File: config.mk
export PLATFORM = sky130hd
export DESIGN_NAME = cpu_sequencer
export DESIGN_NICKNAME = d
export VERILOG_FILES = /design/src/rtl/cpu_sequencer.sv
export SDC_FILE = /design/constraint.sdc
export NUM_CORES = 1
export LEC_CHECK = 0
export BUFFER_PORTS_ARGS = -buffer_cell sky130_fd_sc_hd__clkbuf_2
export CAP_MARGIN = 5
export CORE_MARGIN = 10
export CORE_UTILIZATION = 29
export DETAILED_ROUTE_END_ITERATION = 6
export PLACE_DENSITY = 0.54
export SLEW_MARGIN = 20
export SYNTH_ARGS = -nofsm -noshare
export SYNTH_HDL_FRONTEND = slang
export SYNTH_SLANG_ARGS = --single-unit
export TNS_END_PERCENT = 1
File: constraint.sdc
create_clock -name clk -period 1.4 [get_ports clk]
set_input_delay 0.14 -clock clk [delete_from_list [all_inputs] [get_ports clk]]
set_output_delay 0.14 -clock clk [all_outputs]
set_load 0.005 [all_outputs]
File: src/rtl/cpu_sequencer.sv
// Control sequencer for a small accumulator CPU: fetch, decode, operand fetch and execute,
// driving datapath strobes combinationally from the current state and live inputs.
module cpu_sequencer #(
   parameter int word_size = 8
) (
   input  logic       clk,
   input  logic       rst,
   input  logic       start,
   input  logic [3:0] opcode,
   input  logic       zero_flag,
   input  logic       mem_ready,
   output logic       sel_pc,
   output logic       load_addr,
   output logic       load_ir,
   output logic       load_pc,
   output logic       inc_pc,
   output logic       mem_rd,
   output logic       mem_wr,
   output logic       load_acc,
   output logic [2:0] alu_op,
   output logic       halted,
   output logic       err,
   output logic [2:0] state
);

   typedef enum logic [2:0] {
      IDLE    = 3'd0,
      FETCH_A = 3'd1,
      FETCH_M = 3'd2,
      DECODE  = 3'd3,
      OPND_A  = 3'd4,
      OPND_M  = 3'd5,
      EXEC    = 3'd6,
      HALT    = 3'd7
   } state_t;

   localparam logic [3:0] OP_NOP = 4'h0;
   localparam logic [3:0] OP_ADD = 4'h1;
   localparam logic [3:0] OP_SUB = 4'h2;
   localparam logic [3:0] OP_AND = 4'h3;
   localparam logic [3:0] OP_NOT = 4'h4;
   localparam logic [3:0] OP_WR  = 4'h6;
   localparam logic [3:0] OP_BR  = 4'h7;
   localparam logic [3:0] OP_BRZ = 4'h8;
   localparam logic [3:0] OP_HLT = 4'hF;

   // The opcode is the top nibble of the instruction word, so the word must hold one.
   generate
      if (word_size < 4) begin : g_word_size_check
         $error("cpu_sequencer: word_size must be at least 4");
      end
   endgenerate

   state_t state_reg;
   state_t state_next;
   logic   err_reg;
   logic   err_next;
   logic   op_illegal;
   logic   op_branch;

   assign op_illegal = (opcode >= 4'h9) && (opcode <= 4'hE);
   assign op_branch  = (opcode == OP_BR) || (opcode == OP_BRZ);

   always_ff @(posedge clk or negedge rst) begin
      if (!rst) begin
         state_reg <= IDLE;
         err_reg   <= 1'b0;
      end else begin
         state_reg <= state_next;
         err_reg   <= err_next;
      end
   end

   always_comb begin
      state_next = state_reg;
      err_next   = err_reg;
      case (state_reg)
         IDLE:    if (start) state_next = FETCH_A;
         FETCH_A: state_next = FETCH_M;
         FETCH_M: if (mem_ready) state_next = DECODE;
         DECODE: begin
            if (opcode == OP_NOP || opcode == OP_NOT) begin
               state_next = FETCH_A;
            end else if (opcode == OP_HLT) begin
               state_next = HALT;
            end else if (op_illegal) begin
               state_next = HALT;
               err_next   = 1'b1;
            end else if (opcode == OP_BRZ && !zero_flag) begin
               state_next = FETCH_A;
            end else begin
               state_next = OPND_A;
            end
         end
         OPND_A:  state_next = OPND_M;
         OPND_M:  if (mem_ready) state_next = op_branch ? FETCH_A : EXEC;
         EXEC:    if (mem_ready) state_next = FETCH_A;
         HALT:    state_next = HALT;
         default: state_next = IDLE;
      endcase
   end

   always_comb begin
      sel_pc    = 1'b0;
      load_addr = 1'b0;
      load_ir   = 1'b0;
      load_pc   = 1'b0;
      inc_pc    = 1'b0;
      mem_rd    = 1'b0;
      mem_wr    = 1'b0;
      load_acc  = 1'b0;
      alu_op    = 3'd0;
      halted    = 1'b0;
      case (state_reg)
         FETCH_A, OPND_A: begin
            sel_pc    = 1'b1;
            load_addr = 1'b1;
         end
         FETCH_M: begin
            mem_rd  = 1'b1;
            load_ir = mem_ready;
            inc_pc  = mem_ready;
         end
         DECODE: begin
            if (opcode == OP_NOT) begin
               load_acc = 1'b1;
               alu_op   = 3'd4;
            end
            // A not-taken BRZ steps over its operand byte.
            if (opcode == OP_BRZ && !zero_flag) inc_pc = 1'b1;
         end
         OPND_M: begin
            mem_rd = 1'b1;
            if (mem_ready) begin
               if (op_branch) begin
                  load_pc = 1'b1;
               end else begin
                  load_addr = 1'b1;
                  inc_pc    = 1'b1;
               end
            end
         end
         EXEC: begin
            if (opcode == OP_WR) begin
               mem_wr = 1'b1;
            end else begin
               mem_rd   = 1'b1;
               load_acc = mem_ready;
               if (mem_ready) begin
                  case (opcode)
                     OP_ADD:  alu_op = 3'd1;
                     OP_SUB:  alu_op = 3'd2;
                     OP_AND:  alu_op = 3'd3;
                     default: alu_op = 3'd0;
                  endcase
               end
            end
         end
         HALT:    halted = 1'b1;
         default: ;
      endcase
   end

   assign err   = err_reg;
   assign state = state_reg;

endmodule

==> results of run 1 <==
==> layout make-up <==
class,instances,area share [%]
Tap cell,16,2.56
Multi-Input combinational cell,52,52.5
Inverter,3,1.44
Clock buffer,3,2.88
Timing Repair Buffer,34,27.8
Sequential cell,4,12.8
==> timing repair <==
action / in CTS / in global routing
hold buffers: 1 / 0
hold endpoints to repair: 4 / 0
buffers inserted: 1 / 0
endpoints found under the setup margin: 6 / 9
pin swaps: 2 / 3
gates resized for setup: 7 / 16
==> logic make-up (layout without fill, tap and decap cells) <==
kind of cell,Yosys count,after routing,synth area share [%]
XOR/XNOR,1,1,1.83
flip-flops,4,4,20.9
AO/OA/AOI/OAI,22,22,32.4
AND/OR/NAND/NOR,29,29,36.6
buffers and inverters,8,40,8.36
==> worst max-delay path by stage <==
stage,to,slack [ns],start
after floorplan,alu_op[0],0.03,state[1]$_DFFE_PN0P_
after global placement,load_addr,0.04,opcode[2]
after detailed placement,alu_op[1],0.04,state[1]$_DFFE_PN0P_
after CTS,load_acc,-0.12,state[2]$_DFFE_PN0P_
after global routing,inc_pc,-0.18,state[2]$_DFFE_PN0P_
final,load_acc,-0.09,state[2]$_DFFE_PN0P_
==> metal layers <==
metal / routed length (um) / vias to the layer above
li1: - / 308
met1: 695 / 282
met2: 766 / 23
met3: 175 / 0
met4: 0 / 0
met5: 0 / -
==> report_power, final <==
part | switching (mW) | internal, mW | total, mW
Combinational | 0.478 | 0.426 | 0.904
Clock | 0.0474 | 0.0959 | 0.143
Sequential | 0.0448 | 0.170 | 0.215
==> stage by stage <==
| stage | cell area (um2) | util, % |
|---|---|---|
| after detailed placement | 663 | 43.0 |
| after floorplan | 479 | - |
| after global placement | 663 | 43.0 |
| after global routing | 782 | 50.7 |
| after CTS | 733 | 47.6 |
| final | 782 | 50.7 |
==> cell usage after synthesis, drive strengths merged <==
cell	count	area, um2
inv	3	11.3
nor4	2	12.5
nor4b	3	41.3
o32ai	1	16.3
a211oi	1	7.51
a22o	1	8.76
nor3	2	10.0
and3	2	12.5
and2	1	6.26
a311oi	1	8.76
a21o	1	7.51
a31oi	5	37.5
nand2b	2	12.5
nand3	1	5.00
nand2	5	18.8
o22ai	2	12.5
xnor2	1	8.76
a21oi	4	20.0
nor2	6	22.5
clkbuf	2	7.51
o31a	1	8.76
buf	3	21.3
or3	1	6.26
o21ai	4	20.0
o21bai	1	7.51
nor2b	2	12.5
dfrtp	4	100
nor3b	1	7.51
nand3b	1	7.51
==> tightest hold or removal path, stage by stage <==
cell and delay (ns):
clkbuf_2 0.11, nand2_1 0.08, a31oi_1 0.08
==> metrics.md, run 1 <==
| Metric | Value |
|---|---|
| Status | complete, but fails checks |
| Failing checks | negative setup slack |
| Area growth, synth to finish | 63.2% |
| Mean Syn Cell Area | around 7.5 um2 |
| Clk_skew | 0.00400 ns |
| Tot GR Track Use | 8.93% |
| # nets final | 107 |
| Worst r2r path cells | 5 |
| Detail Placement HPWL | 1280 um |
| Die width | 60.7 um |
| Unrepaired setup endpoints after global routing | yes |
| Clock Latency Late Sink | 0.23 ns |
| Initial core utilization | a little under a third |
| Period utilisation layout | 106% |
| Total Power | 1.26 mW |
| WHS Endpoint | state[1]$_DFFE_PN0P_ |
| Final setup viols | 4 |
| Count of final hold-check violations | 0 |
| Critical-path maximum fanout | 3 |
| Initial antenna violation count | 0 |
| Syn. warnings | 0 |
| CTS Sinks | 4 |
| Commonest cells after routing, fill and taps aside | 19 x clkbuf_2, 6 x buf_4, 5 x nand2_1, 5 x nor2_1, 5 x buf_2 |
| H-tree levels | 1 |
| Multi-input gate area | 410 um2 |
| CORE AREA | 1540 um2 |
| PwrDens | 1610 nW/um2 |
| Reg2Reg Setup Slack | approximately 0.19 ns |
| Critical hold path startpoint | mem_ready |
| GR peak layer | met2 |
| Routed len/inst | 14.6 um |
| Required time worst endpoint | between 1 and 1.5 ns |
| Seq/Total Area, Yosys | between 20% and 30% |
| Cells after Synth | 64 |
| Ports | 25 |
| Met3 Resource Use GR | 3.97% |
| Critical path class | reg -> out |
| DIE AREA | 3680 um2 |
| DRT Wirelength | about 1600 um |
| Max cap viols | 0 |
| WP depth | 4 |
| FF-to-FF Start | state[0]$_DFFE_PN0P_ |
| Startpoint Class | register |
| Synth Cell Area | around 480 um2 |
| Via density | approximately 5.5 |
| Num rows | 14 |
| Met1 GRT Util | about 11% |
| Max-slew violations | 0 |
| GR met2 Demand/Resource | roughly an eighth |
| Reg area | 100 um2 |
| Post-route ant nets | 0 |
| GP Congestion | 0.840 |
| Slew @ Worst Pin | about 0.32 ns |
| Number of global-route vias before repair | 601 |
| First-pass GRT wire length | approximately 2600 um |
| Crit path DAT | 1.35 ns |
| Worst hold stages | 3 |
| Max VDD drop | ~0.82 mV |
| Initial drt markers | 21 |
| Place WS | around 0.038 ns |
| Gr ovfl total | 0 |
| Largest net degree at the start of global routing | 12 |
| Library cells used by synthesis | 32 |
| Final setup margin | -0.0854 ns |
| Post-route insts no fill | between 100 and 150 |
| Worst path bufs/invs | 1 |
| Placed instance count | approximately 110 |
| Cells along the critical path | nand3b_1, or3_1, a21oi_2, buf_2 |
| Commonest non-fill, non-tap cell in the layout | clkbuf_2 |
| First-pass iteration count of the detailed router | 4 |
| Fmax | 673 MHz |
| Max reg flops | 3 |
| Path type of the worst min-delay path | in -> reg |
| Min Tclk post-route | 1.49 ns |
| DRC | 0 |
| Vias | between 600 and 700 |
| Longest Clk Path Bufs | 2 |
| Final TNS setup | -0.228 ns |
| Root Buffer | clkbuf_4 |
| Register bit count reported by yosys | 4 |
| Max transition margin | 78.5% |
| IO Port Bufs | 24 |
| RR Endpoint | state[2]$_DFFE_PN0P_ |
| Slowest cell delay on critical path | 0.38 ns |
| Leakage | 0.344 nW |
| Clk slew on worst S/H paths | 0.04 ns |
| Hold_ws | 0.224 ns |
| Syn nets | 73 |
| Worst setup EP type | output pin |
| Die H | 60.7 um |
| Fill cell total of the finished layout | between 150 and 200 |
| Ant. Diodes | 0 |
| CP max stage cell | dfrtp_1 |
| Share of cells above drive strength 1 | 52.1% |
| CTS tree | built |
| Crit path max-delay family | simple AND/OR/NAND/NOR gates |
| Cts bufs inserted | 3 |
No activity file was read; power rests on OpenSTA's default activity.
==> run 2: changes to the inputs <==
--- a/config.mk
+++ b/config.mk
@@ -15,4 +15,3 @@
 export SYNTH_ARGS = -nofsm -noshare
 export SYNTH_HDL_FRONTEND = slang
 export SYNTH_SLANG_ARGS = --single-unit
-export TNS_END_PERCENT = 1
==> constraint.sdc (replaced) <==
create_clock -name clk -period 1.7 [get_ports clk]
set_input_delay 0.17 -clock clk [delete_from_list [all_inputs] [get_ports clk]]
set_output_delay 0.17 -clock clk [all_outputs]
set_load 0.005 [all_outputs]
==> run 2 against run 1 <==
Net effect:
- the flow now finishes without violations
- worst hold slack improved by 0.025 ns
- sequential power decreased by 9.3%
- clock skew up 0.0011 ns
- wire length shrank 3.3%
- die area stayed put
- sequential share of layout area is 1.7 points higher
- highest routed layer unchanged
==> metrics.md, run 2 (synthesis results as in run 1) <==
| Metric | Value |
|---|---|
| Multi-input gate area | 359 um2 |
| Clk slew on worst S/H paths | 0.04 ns |
| CORE AREA | 1540 um2 |
| Fmax | 637 MHz |
| Worst r2r path cells | 5 |
| Fill cell total of the finished layout | 165 |
| Unrepaired setup endpoints after global routing | no |
| Area growth, synth to finish | 45.4% |
| Die width | 60.7 um |
| Crit path DAT | 1.40 ns |
| Cells along the critical path | nand3b_1, or3_1, a21oi_1, clkbuf_2 |
| PwrDens | approximately 1400 nW/um2 |
| Net Sw Power | 0.428 mW |
| Largest net degree at the start of global routing | 11 |
| Worst setup EP type | output pin |
| Final TNS setup | 0 ns |
| IO Port Bufs | 24 |
| Slowest cell delay on critical path | between 0.3 and 0.4 ns |
| M1 WL | ~710 um |
| Num rows | 14 |
| Root Buffer | clkbuf_4 |
| Gr ovfl total | 0 |
| Longest Clk Path Bufs | 2 |
| Count of final hold-check violations | 0 |
| Total Power | 0.970 mW |
| Startpoint Class | register |
| DIE AREA | 3680 um2 |
| Number of global-route vias before repair | roughly 560 |
| Max reg flops | 3 |
| P_int | about 0.54 mW |
| Logic pwr share | 67.7% |
| CP max stage cell | dfrtp_1 |
| DRT Wirelength | 1580 um |
| Seq pwr share | 20.1% |
| Placed Area | 636 um2 |
| Period utilisation layout | 92.3% |
| First-pass iteration count of the detailed router | 4 |
| H-tree levels | 1 |
| Slew @ Worst Pin | 0.332 ns |
| Detail Placement HPWL | 1250 um |
| Max VDD drop | 0.646 mV |
| Clk_skew | approximately 0.005 ns |
| Worst hold stages | 3 |
| WL met2 | slightly above 700 um |
| WP depth | 4 |
| Path type of the worst min-delay path | in -> reg |
| Vias | 605 |
| Post-route ant nets | 0 |
| Initial drt markers | 13 |
| GP Congestion | a little over 0.8 |
| Sw Ratio | 44.1% |
| Reg2Reg Setup Slack | 0.46 ns |
| Commonest non-fill, non-tap cell in the layout | clkbuf_2 |
| Critical-path maximum fanout | 3 |
| Commonest cells after routing, fill and taps aside | 24 x clkbuf_2, 7 x buf_4, 5 x nand2_1, 5 x nor2_1 |
| Tot GR Track Use | under 10% |
| Routed len/inst | roughly 14 um |
| Ant. Diodes | 0 |
| Via density | 5.50 |
| Min Tclk post-route | between 1.5 and 2 ns |
| Required time worst endpoint | roughly 1.5 ns |
| Leakage | roughly 0.32 nW |
| Final setup viols | 0 |
| Max-slew violations | 0 |
| Critical path class | reg -> out |
| Finished Core Util | 45.2% |
| Share of cells above drive strength 1 | about 45% |
| DRC | 0 |
| Worst path bufs/invs | 1 |
| Status | complete, no violations |
| Crit path max-delay family | simple AND/OR/NAND/NOR gates |
| CTS tree | built |
| Max cap viols | 0 |
| Cts bufs inserted | 3 |
| Initial core utilization | 31.1% |
| Met3 routed WL | 169 um |
| Clock Latency Late Sink | 0.24 ns |
| Die H | 60.7 um |
| Initial antenna violation count | 0 |
| Fin area | 697 um2 |
| First-pass GRT wire length | 2590 um |
| Reg area | 101 um2 |
| Max transition margin | 77.8% |
| Top sig layer | met3 |
| # nets final | 105 |
| CTS Sinks | 4 |
| Ports | 25 |
| Clock network power share | 12.2% |
## run 2: cell count changes in the layout (fill, tap and decap cells not counted), sizes merged
cell	change
buf	-7
clkbuf	+5
## run 2: worst register-to-register path: cells and delay by family (launching register included)
family / cells / cell delay (ns)
compound gates: 4 / 0.48
flops: 1 / 0.44
buf+inv: 1 / 0.21
## run 2: stage by stage
step           worst slack, ns  cells  hold slack (ns)
2_1_floorplan            0.302     64           -0.126
3_3_place_gp             0.229    105          -0.0210
3_5_place_dp             0.193    105          -0.0178
4_1_cts                 0.0313    109            0.253
5_1_grt                 0.0110    110            0.284
6_report                 0.131    110            0.249
## run 2: power by group through the flow
| stage | Clock, mW | Combinational, mW | Sequential, mW |
|---|---|---|---|
| 2_1_floorplan | 0 | 0.371 | 0.180 |
| 3_3_place_gp | 0 | 0.633 | 0.193 |
| 3_5_place_dp | 0 | 0.634 | 0.195 |
| 4_1_cts | 0.122 | 0.642 | 0.197 |
| 5_1_grt | 0.131 | 0.724 | 0.201 |
| 6_report | 0.119 | 0.656 | 0.195 |
## run 2: area by class of cell
type                    count  share of cell area, %
flip-flops and latches      4                   14.5
repair buffers             32                   26.2
multi-input cells          52                   51.5
inverters                   3                   1.62
well taps                  16                   2.87
clock buffers               3                   3.23
## run 2: timing repair
action,CTS,global route
hold buffers,1,0
gates resized for setup,3,2
endpoints found under the setup margin,2,2
setup buffers,0,1
hold endpoints to repair,4,0
pin swaps,0,3
## run 2: path summary, 6_finish.rpt
kind	start	end
max in group asynchronous	rst	state[1]$_DFFE_PN0P_
worst min register to register	err$_DFFE_PN0P_	err$_DFFE_PN0P_
worst max register to register	state[0]$_DFFE_PN0P_	state[2]$_DFFE_PN0P_
worst min-delay path	mem_ready	state[1]$_DFFE_PN0P_
worst max-delay path	state[2]$_DFFE_PN0P_	load_acc
min in group asynchronous	rst	err$_DFFE_PN0P_
## run 2: layer usage
layer / global-route usage, % / vias to the layer above
li1: - / 303
met1: 9.74 / 284
met5: 0 / -
met2: 14.4 / 18
met3: 5.22 / 0
met4: 1.88 / 0
==> run 3: changes to the inputs <==
--- a/config.mk
+++ b/config.mk
@@ -5,7 +5,7 @@
 export SDC_FILE = /design/constraint.sdc
 export NUM_CORES = 1
 export LEC_CHECK = 0
-export BUFFER_PORTS_ARGS = -buffer_cell sky130_fd_sc_hd__clkbuf_2
+export BUFFER_PORTS_ARGS = -buffer_cell sky130_fd_sc_hd__buf_2
 export CAP_MARGIN = 5
 export CORE_MARGIN = 10
 export CORE_UTILIZATION = 29
==> run 3 against run 2 <==
Net effect:
- die area unchanged
- clock power hardly changed
- largest cell class unchanged
- worst hold slack improved by 0.0073 ns
- final area fell by 2.2%
- register-to-register slack improved by 0.03 ns
- fmax shrank 2.3%
==> metrics.md, run 3 (synthesis results as in run 1) <==
| Metric | Value |
|---|---|
| Status | complete, no violations |
| Ant. Diodes | 0 |
| Max-slew violations | 0 |
| Placed instance count | 104 |
| Cts bufs inserted | 3 |
| Number of global-route vias before repair | 562 |
| Startpoint Class | register |
| Detail Placement HPWL | 1290 um |
| Initial drt markers | 6 |
| Max transition margin | 75.9% |
| Routed len/inst | 14.6 um |
| CORE AREA | 1540 um2 |
| Met1 GRT Util | 9.62% |
| Tot GR Track Use | 8.64% |
| Worst setup EP type | output pin |
| Path type of the worst min-delay path | in -> reg |
| H-tree levels | 1 |
| GP Congestion | 0.793 |
| Longest Clk Path Bufs | 2 |
| DRT Wirelength | approximately 1600 um |
| Die H | 60.7 um |
| Critical path class | reg -> out |
| Max reg flops | 3 |
| Via density | 5.28 |
| Clock Latency Late Sink | 0.24 ns |
| CTS tree | built |
| Crit path DAT | 1.44 ns |
| Final setup viols | 0 |
| PwrDens | 1370 nW/um2 |
| Period utilisation layout | 94.5% |
| Num rows | 14 |
| First-pass GRT wire length | 2530 um |
| Fill cell total of the finished layout | 172 |
| Clk slew on worst S/H paths | 0.04 ns |
| Final TNS setup | 0 ns |
| Post-route insts no fill | 108 |
| Hold_ws | 0.257 ns |
| Vias | 570 |
| Die width | 60.7 um |
| Unrepaired setup endpoints after global routing | no |
| Largest net degree at the start of global routing | 12 |
| Total Power | 0.934 mW |
| Root Buffer | clkbuf_4 |
| Max VDD drop | roughly 0.68 mV |
| Ports | 25 |
| Required time worst endpoint | 1.53 ns |
| Gr ovfl total | 0 |
| Worst r2r path cells | 5 |
| Initial antenna violation count | 0 |
| Max cap viols | 0 |
| CTS Sinks | 4 |
| Commonest non-fill, non-tap cell in the layout | buf_2 |
| GR peak layer | met2 |
| Critical-path maximum fanout | 7 |
| Commonest cells after routing, fill and taps aside | 24 x buf_2, 5 x nand2_1, 5 x nor2_1, 5 x buf_4 |
| Finished Core Util | between 40 and 50% |
| Met3 Resource Use GR | 3.34% |
| Worst hold stages | 3 |
| IO Port Bufs | 24 |
| Min Tclk post-route | around 1.6 ns |
| Post-CTS Setup Inserts | 0 |
| # nets final | between 100 and 150 |
| Leakage | 0.312 nW |
| Slew @ Worst Pin | ~0.36 ns |
| Fmax | 622 MHz |
| Area growth, synth to finish | 42.3% |
| DIE AREA | 3680 um2 |
| Share of cells above drive strength 1 | 43.5% |
| GR met2 Demand/Resource | between 10 and 15% |
| Count of final hold-check violations | 0 |
| Post-route ant nets | 0 |
| DRC | 0 |
| First-pass iteration count of the detailed router | 4 |
| Clk_skew | 0.00187 ns |
| Initial core utilization | 31.1% |
-- run 3: cell count changes in the layout (fill, tap and decap cells not counted) --
cell and delta:
clkbuf_2 -24, buf_4 -2, buf_2 +24
-- run 3: timing repair --
item                                   in CTS  in global routing
setup endpoints to repair                   1                  5
gates cloned                                0                  0
endpoints found under the hold margin       4                  0
hold buffers                                1                  0
resized for setup                           2                  3
pin swaps                                   0                  1
-- run 3: power by group --
part	switching [mW]	internal (mW)	total [mW]	leakage, nW
combinational	0.322	0.300	0.623	0.257
clock	0.0381	0.0789	0.117	0.0138
sequential	0.0520	0.143	0.195	0.0410
total	0.412	0.522	0.934	0.312
-- run 3: layout make-up --
class / instances / area, um2 / area share (%)
multi-input cells: 52 / 359 / 52.7
repair buffers: 30 / 168 / 24.6
flip-flops and latches: 4 / 101 / 14.9
clock buffers: 3 / 22.5 / 3.30
well taps: 16 / 20.0 / 2.94
inverters: 3 / 11.3 / 1.65
-- run 3: stage by stage --
stage	setup WS (ns)	instance area, um2
floorplan	0.302	479
CTS	0.00400	673
global placement	0.281	628
global route	0.00754	682
detailed placement	0.233	628
finish	0.0932	682
-- run 3: path summary, 6_finish.rpt --
check                                startpoint              endpoint  slack [ns]
min reg2reg                     err$_DFFE_PN0P_       err$_DFFE_PN0P_        0.44
max in group asynchronous                   rst  state[1]$_DFFE_PN0P_        1.30
min                                   mem_ready  state[1]$_DFFE_PN0P_        0.26
max reg2reg                state[0]$_DFFE_PN0P_  state[2]$_DFFE_PN0P_        0.49
min in group asynchronous                   rst  state[0]$_DFFE_PN0P_        0.27
max                        state[1]$_DFFE_PN0P_              load_acc        0.09
-- run 3: critical path: stages (launching register included) --
cell      delay [ns]
dfrtp_2         0.40
buf_4           0.15
nand3b_1        0.09
or3_1           0.31
a21oi_1         0.13
buf_2           0.12
-- run 3: routing by layer --
layer / vias up / part of all wire, %
met5: - / 0
met4: 0 / 1.1
met3: 2 / 9.7
met2: 17 / 46
met1: 253 / 43
li1: 298 / -
